## src/rtl/ps2iec_demux_if.sv

```systemverilog
// ps2iec_demux_if: shared PS/2 + IEC mux bus and the demultiplexed line outputs.
// The slave modport is the demultiplexer; the master modport is the board side
// that drives the external bus and observes the demultiplexed lines.
interface ps2iec_demux_if;
  logic [3:0] ps2iec;
  logic       ps2iec_sel;
  logic       sample_stb;
  logic       ps2_mouse_clk;
  logic       ps2_mouse_dat;
  logic       ps2_keyboard_clk;
  logic       ps2_keyboard_dat;
  logic       iec_atn;
  logic       iec_clk;
  logic       iec_dat;
  logic       iec_srq;

  modport master (
    output ps2iec,
    input  ps2iec_sel, sample_stb,
    input  ps2_mouse_clk, ps2_mouse_dat, ps2_keyboard_clk, ps2_keyboard_dat,
    input  iec_atn, iec_clk, iec_dat, iec_srq
  );

  modport slave (
    input  ps2iec,
    output ps2iec_sel, sample_stb,
    output ps2_mouse_clk, ps2_mouse_dat, ps2_keyboard_clk, ps2_keyboard_dat,
    output iec_atn, iec_clk, iec_dat, iec_srq
  );
endinterface

```

## src/rtl/ps2iec_demux.sv

```systemverilog
// ps2iec_demux: demultiplexes a 4-bit time-shared bus into four PS/2 lines and
// four IEC lines. The select alternates every SETTLE_CYCLES+1 clocks; the bus
// is sampled on the last count of each phase, giving the external mux time to
// settle after the select change.
// Optional feature macro: PS2IEC_FILTER_EN -- an output bit only updates when
// two consecutive samples of its own phase agree.
module ps2iec_demux #(
  parameter int unsigned SETTLE_CYCLES = 15
) (
  input  logic          clk,
  input  logic          n_reset,
  ps2iec_demux_if.slave bus
);

  typedef enum logic {
    PH_IEC = 1'b0,
    PH_PS2 = 1'b1
  } phase_t;

  localparam logic [7:0] LAST_CNT = 8'(SETTLE_CYCLES);
  localparam logic [7:0] PRE_CNT  = 8'(SETTLE_CYCLES - 1);

  logic [3:0] sync0_r;
  logic [3:0] sync1_r;
  logic [7:0] cnt_r;
  logic [7:0] cnt_nxt_s;
  phase_t     phase_r;
  phase_t     phase_nxt_s;
  logic       stb_r;
  logic       stb_nxt_s;
  logic [3:0] ps2_r;
  logic [3:0] ps2_nxt_s;
  logic [3:0] iec_r;
  logic [3:0] iec_nxt_s;

`ifdef PS2IEC_FILTER_EN
  logic [3:0] ps2_prev_r;
  logic [3:0] ps2_prev_nxt_s;
  logic [3:0] iec_prev_r;
  logic [3:0] iec_prev_nxt_s;

  // Bits where the new sample matches the previous one take the sample,
  // disagreeing bits keep their current output value.
  function automatic logic [3:0] agree_merge(input logic [3:0] cur,
                                             input logic [3:0] smp,
                                             input logic [3:0] prev);
    logic [3:0] agree;
    agree = ~(smp ^ prev);
    return (smp & agree) | (cur & ~agree);
  endfunction
`endif

  // Two-flop synchronizer; the external bus is asynchronous to clk.
  always_ff @(posedge clk or negedge n_reset) begin
    if (!n_reset) begin
      sync0_r <= 4'hF;
      sync1_r <= 4'hF;
    end else begin
      sync0_r <= bus.ps2iec;
      sync1_r <= sync0_r;
    end
  end

  // Next-state logic: phase counter, select toggle, strobe and group capture.
  always_comb begin
    cnt_nxt_s   = cnt_r + 8'd1;
    phase_nxt_s = phase_r;
    stb_nxt_s   = (cnt_r == PRE_CNT);
    ps2_nxt_s   = ps2_r;
    iec_nxt_s   = iec_r;
`ifdef PS2IEC_FILTER_EN
    ps2_prev_nxt_s = ps2_prev_r;
    iec_prev_nxt_s = iec_prev_r;
`endif
    if (cnt_r == LAST_CNT) begin
      cnt_nxt_s = 8'd0;
      case (phase_r)
        PH_PS2: begin
          phase_nxt_s = PH_IEC;
`ifdef PS2IEC_FILTER_EN
          ps2_nxt_s      = agree_merge(ps2_r, sync1_r, ps2_prev_r);
          ps2_prev_nxt_s = sync1_r;
`else
          ps2_nxt_s = sync1_r;
`endif
        end
        PH_IEC: begin
          phase_nxt_s = PH_PS2;
`ifdef PS2IEC_FILTER_EN
          iec_nxt_s      = agree_merge(iec_r, sync1_r, iec_prev_r);
          iec_prev_nxt_s = sync1_r;
`else
          iec_nxt_s = sync1_r;
`endif
        end
        default: begin
          phase_nxt_s = PH_IEC;
        end
      endcase
    end else begin
      cnt_nxt_s = cnt_r + 8'd1;
    end
  end

  // State register: counter, phase (drives the select directly), strobe, outputs.
  always_ff @(posedge clk or negedge n_reset) begin
    if (!n_reset) begin
      cnt_r   <= 8'd0;
      phase_r <= PH_IEC;
      stb_r   <= 1'b0;
      ps2_r   <= 4'hF;
      iec_r   <= 4'hF;
    end else begin
      cnt_r   <= cnt_nxt_s;
      phase_r <= phase_nxt_s;
      stb_r   <= stb_nxt_s;
      ps2_r   <= ps2_nxt_s;
      iec_r   <= iec_nxt_s;
    end
  end

`ifdef PS2IEC_FILTER_EN
  // Previous-sample history for the agreement filter, one word per group.
  always_ff @(posedge clk or negedge n_reset) begin
    if (!n_reset) begin
      ps2_prev_r <= 4'hF;
      iec_prev_r <= 4'hF;
    end else begin
      ps2_prev_r <= ps2_prev_nxt_s;
      iec_prev_r <= iec_prev_nxt_s;
    end
  end
`endif

  assign bus.ps2iec_sel       = phase_r;
  assign bus.sample_stb       = stb_r;
  assign bus.ps2_mouse_clk    = ps2_r[0];
  assign bus.ps2_mouse_dat    = ps2_r[1];
  assign bus.ps2_keyboard_clk = ps2_r[2];
  assign bus.ps2_keyboard_dat = ps2_r[3];
  assign bus.iec_atn          = iec_r[0];
  assign bus.iec_clk          = iec_r[1];
  assign bus.iec_dat          = iec_r[2];
  assign bus.iec_srq          = iec_r[3];

endmodule
```

## src/flat_wrapper.sv

```systemverilog
// flat-port wrapper written by rule: the top's interface ports become plain ports
module ps2iec_demux_flat 
#(
  parameter int unsigned SETTLE_CYCLES = 15
)
  (clk, n_reset, bus_ps2iec, bus_ps2iec_sel, bus_sample_stb, bus_ps2_mouse_clk, bus_ps2_mouse_dat, bus_ps2_keyboard_clk, bus_ps2_keyboard_dat, bus_iec_atn, bus_iec_clk, bus_iec_dat, bus_iec_srq);
  ps2iec_demux_if bus_i ();
  input  logic clk;
  input  logic n_reset;
  input wire logic [$bits(bus_i.ps2iec)-1:0] bus_ps2iec;
  output wire logic [$bits(bus_i.ps2iec_sel)-1:0] bus_ps2iec_sel;
  output wire logic [$bits(bus_i.sample_stb)-1:0] bus_sample_stb;
  output wire logic [$bits(bus_i.ps2_mouse_clk)-1:0] bus_ps2_mouse_clk;
  output wire logic [$bits(bus_i.ps2_mouse_dat)-1:0] bus_ps2_mouse_dat;
  output wire logic [$bits(bus_i.ps2_keyboard_clk)-1:0] bus_ps2_keyboard_clk;
  output wire logic [$bits(bus_i.ps2_keyboard_dat)-1:0] bus_ps2_keyboard_dat;
  output wire logic [$bits(bus_i.iec_atn)-1:0] bus_iec_atn;
  output wire logic [$bits(bus_i.iec_clk)-1:0] bus_iec_clk;
  output wire logic [$bits(bus_i.iec_dat)-1:0] bus_iec_dat;
  output wire logic [$bits(bus_i.iec_srq)-1:0] bus_iec_srq;
  assign bus_i.ps2iec = bus_ps2iec;
  assign bus_ps2iec_sel = bus_i.ps2iec_sel;
  assign bus_sample_stb = bus_i.sample_stb;
  assign bus_ps2_mouse_clk = bus_i.ps2_mouse_clk;
  assign bus_ps2_mouse_dat = bus_i.ps2_mouse_dat;
  assign bus_ps2_keyboard_clk = bus_i.ps2_keyboard_clk;
  assign bus_ps2_keyboard_dat = bus_i.ps2_keyboard_dat;
  assign bus_iec_atn = bus_i.iec_atn;
  assign bus_iec_clk = bus_i.iec_clk;
  assign bus_iec_dat = bus_i.iec_dat;
  assign bus_iec_srq = bus_i.iec_srq;
  ps2iec_demux #(.SETTLE_CYCLES(SETTLE_CYCLES)) u_core (.clk(clk), .n_reset(n_reset), .bus(bus_i));
endmodule
```

## config.mk

```make
export PLATFORM = sky130hd
export DESIGN_NAME = ps2iec_demux_flat
export DESIGN_NICKNAME = d
export VERILOG_FILES = /design/src/rtl/ps2iec_demux_if.sv /design/src/rtl/ps2iec_demux.sv /design/src/flat_wrapper.sv
export SDC_FILE = /design/constraint.sdc
export NUM_CORES = 1
export LEC_CHECK = 0
export CORE_MARGIN = 1
export CORE_UTILIZATION = 54
export DETAILED_ROUTE_END_ITERATION = 16
export GPL_TIMING_DRIVEN = 1
export PLACE_DENSITY = 0.82
export SLEW_MARGIN = 20
export SYNTH_ARGS = -nofsm -noshare
export SYNTH_HDL_FRONTEND = slang
export SYNTH_SLANG_ARGS = --single-unit
```

## constraint.sdc

```tcl
create_clock -name clk -period 4.3 [get_ports clk]
set_clock_uncertainty 0.1 [all_clocks]
set_input_delay 0.645 -clock clk [delete_from_list [all_inputs] [get_ports clk]]
set_output_delay 0.645 -clock clk [all_outputs]
set_load 0.01 [all_outputs]
```

---- Word-level counts from Yosys, hierarchy flattened ----
Index checks and enable logic that the tools add are counted.
storage, ports and cells
  flip-flop bits (word level) ............. 26
  bits of input ports ..................... 6
  logic and storage cells ................. 15
cells by class
  $add $sub $neg .......................... 1
  eq/ne operators ......................... 2
  muxes and demuxes ....................... 2
  bitwise logic cells ..................... 1
  reduce and logical (&&, ||, !) cells .... 2
operator list
  kind                 number
  $eq 8x4->1 const B   2
  $add 8x1->8 const B  1
  $mux 8               1
  $reduce_and 2->1     2
  $pmux 1 s2           1
  $not 1->1            1

---- Logic depth before layout (Yosys ltp) ----
  depth after elaboration ................. 2
  mapped depth ............................ 4
  depth with buffers taken out ............ 4

---- Least setup slack after synthesis ----
Ideal clock, no wire load.
  kind .................................... register to register
  from .................................... reg u_core.cnt_r[5]
  to ...................................... reg u_core.iec_r[0]
  library setup time ...................... 82 ps
  data arrival time ....................... 1,487 ps
  slack ................................... 2,631 ps
  stages on the path, launching flop included .. 4
  path buffers ............................ 0
  path through ............................ dfrtp_1 > or4_4 > nor3_4 > mux2_2
on the way
  cells in the longest elaborated chain, start to end .. 2
ends and longest elaborated chain
  element                            line                 text
  start: declaration                 ps2iec_demux.sv:25   logic [7:0] cnt_r;
  start signal: assignment           ps2iec_demux.sv:114  cnt_r <= cnt_nxt_s;
  $eq 8x4->1                         ps2iec_demux.sv:75   if (cnt_r == LAST_CNT) begin
  $reduce_and 2->1 (no source line)  n/a
  end signal: assignment             ps2iec_demux.sv:118  iec_r <= iec_nxt_s;
  end: declaration                   ps2iec_demux.sv:33   logic [3:0] iec_r;
Every way passes these cells.
A chain may end at the register's enable or synchronous reset.

---- Worst setup path after layout ----
  from .................................... reg u_core.ps2_r[3]
  to ...................................... out bus_ps2_keyboard_dat
RTL lines
  element                   line                 text
  start: declaration        ps2iec_demux.sv:31   logic [3:0] ps2_r;
  start signal: assignment  ps2iec_demux.sv:117  ps2_r <= ps2_nxt_s;
  end: declaration          flat_wrapper.sv:16   output wire logic [$bits(bus_i.ps2_keyboard_dat)-1:0] bus_ps2_keyboard_dat;
No word-level cell between the ends.

==> results.json <==
{
  "final_cell_mix": "dfstp_2, clkdlybuf4s50_1, dfrtp_1, mux2_2",
  "drc_errors": 0,
  "end_kind": "output port",
  "rsz0062_at_grt": "no",
  "layout-drive-gt1-share_pct": 36.6,
  "yosys_warnings": 0,
  "numCtsBuffers": 3,
  "startpoint_type": "register",
  "placed_area_sq_um": 1130,
  "clk_pin_slew_ps": 130,
  "rows": 14,
  "avgSynthCellArea_sq_um": 15.3,
  "clock.fmax_mhz": 471,
  "syn2layout_area_growth_pct": 19.9,
  "cts-root-buf": "clkbuf_4",
  "diodes": 0,
  "globalRouteTotalUtil_pct": 17.3,
  "power_frac_comb_pct": 5.6,
  "seq_power_share_pct": 68.4,
  "vias": 531,
  "hold_slack_ps": 190,
  "clkLatencyLatePin_ps": 310,
  "cellPowerDensity_nw_per_um2": 332,
  "first_iter_violations": 7,
  "clkPwrFrac_pct": 26.0,
  "antenna_found_initial": 0,
  "synth_cell_type_count": 18,
  "grt_pass1_vias": 552,
  "start_util_pct": 61.0,
  "avgRoutedWirePerCell_um": 14.1,
  "ir_worst_vdd_mv": 0.233,
  "total_leakage_power_uw": 0.000511,
  "drv_slew": 0,
  "final_area_sq_um": 1150,
  "overflow": 0,
  "netlist_instances": 63,
  "die_h_um": 44.2,
  "cp.required_ps": 3560,
  "worstSetupPathType": "reg2out",
  "power_uw": 382,
  "crit_chain": "clkdlybuf4s50_1",
  "portBuffers": 15,
  "cts_buffer_depth": 2,
  "final_common_cell": "dfstp_2",
  "worst_path_dominant_cell_family": "flip-flops",
  "routed_wl_mm": 1.38,
  "cp_max_fo": 2,
  "setup_viol": 0,
  "core-area_sq_um": 1580,
  "crit_slowest_cell": "dfstp_2",
  "internal-power_uw": 307,
  "drv_cap": 0,
  "hold_buffers": 0,
  "grt_pass1_wl_mm": 2.46,
  "postCtsSetupRepairBufs": 0,
  "viasPerCell": 5.42,
  "max_slew_margin_pct": 65.0,
  "grt_max_degree": 27,
  "cts_tree": "yes",
  "die_x_um": 44.2,
  "dp_hpwl_mm": 1.05,
  "postSynthNetCount": 71,
  "synth.area.top_cells": "dfstp_2, dfrtp_1, mux2_2",
  "fin_crit_sh_pct": 49.4,
  "cts_resized": 0,
  "io_pins": 16,
  "crit_arrival_ps": 1380,
  "ant_nets": 0,
  "ys_ff_latch": 26,
  "cts_sinks": 26,
  "hold_violations": 0,
  "synth-seq-area-share_pct": 69.8,
  "htree_levels": 1,
  "status": "completed",
  "syn_area_sq_um": 961,
  "synth_top_area_share_pct": 43.8,
  "finalSetupTns_ps": 0,
  "period_minus_slack_ps": 2120,
  "switchingPower_uw": 75.1,
  "die-area_sq_um": 1950,
  "synth_top_area_cell": "dfstp_2",
  "worst-path-buf-inv": 1,
  "tightest_slew_ps": 524,
  "ff2ff_path_depth": 4,
  "drtPass1Iterations": 6,
  "place_congestion": 0.747,
  "fin_nets": 91,
  "p_sw_share_pct": 19.7,
  "hp-class": "in2async",
  "cp_slowest_stage_delay_ps": 540,
  "path_depth": 1
}
## through the flow
step | util (%) | cells | setup slack, ps
final | 73.1 | 98 | 2180
after detailed placement | 71.7 | 94 | 2250
after global placement | 71.7 | 94 | 2260
after floorplan | - | 63 | 2630
after CTS | 73.4 | 98 | 2160
after global routing | 73.1 | 98 | 2130
## routing by layer
metal,global-route usage (%),vias to the layer above,routed length [um]
met5,0,-,0
li1,-,256,-
met2,30.3,15,701
met1,23.2,258,618
met4,3.64,0,11
met3,2.45,2,51
## kinds of logic (layout without fill, tap and decap cells)
logic type      after synthesis  after routing  synth area share [%]
simple gates                 18             18                  11.2
mux                           8              8                  9.38
fa+ha+maj                     2              2                  2.60
buf+inv                       2             21                 0.782
flops                        26             26                  69.8
compound gates                1              1                 0.782
xor+xnor                      6              6                  5.47
## sequential cells by signal, summed over array words and instances (netlist names)
signal,flops
u_core.bus.ps2iec_sel,1
u_core.bus.sample_stb,1
u_core.cnt_r,8
u_core.iec_r,4
u_core.ps2_r,4
u_core.sync0_r,4
u_core.sync1_r,4
## final timing paths
path / startpoint / endpoint / slack [ps]
setup / recovery: u_core.ps2_r[3] / bus_ps2_keyboard_dat / 2180
hold / removal: n_reset / u_core.bus.sample_stb / 190
setup reg to reg: u_core.cnt_r[0] / u_core.iec_r[1] / 2470
hold reg to reg: u_core.sync0_r[1] / u_core.sync1_r[1] / 260
max in group asynchronous: n_reset / u_core.ps2_r[3] / 3540
min in group clk: u_core.sync0_r[1] / u_core.sync1_r[1] / 260
## layout make-up
type | count | area, sq um
flip-flops and latches | 26 | 671
well taps | 16 | 20.0
repair buffers | 15 | 145
fillers | 116 | 424
inverters | 2 | 7.51
multi-input cells | 35 | 283
clock buffers | 4 | 26.3
## cells in the mapped netlist
master   number
xor2_1        5
a21o_1        1
and2_1        1
and3_1        1
dfstp_2      16
inv_1         2
nand3_1       3
ha_1          2
dfrtp_1      10
nand4_1       3
nor4_1        1
nor2_1        5
or4_4         1
mux2_2        8
nor3_1        1
nand2_1       1
nor3_4        1
xnor2_1       1
## power groups by stage
stage	Combinational [uW]	Sequential [uW]	Clock, uW
final	21.5	261	99.3
after global routing	23.5	262	110
after CTS	22.6	261	101
after detailed placement	22.5	266	0
after global placement	22.2	265	0
after floorplan	3.46	267	0
(Power assumes the default switching activity.)
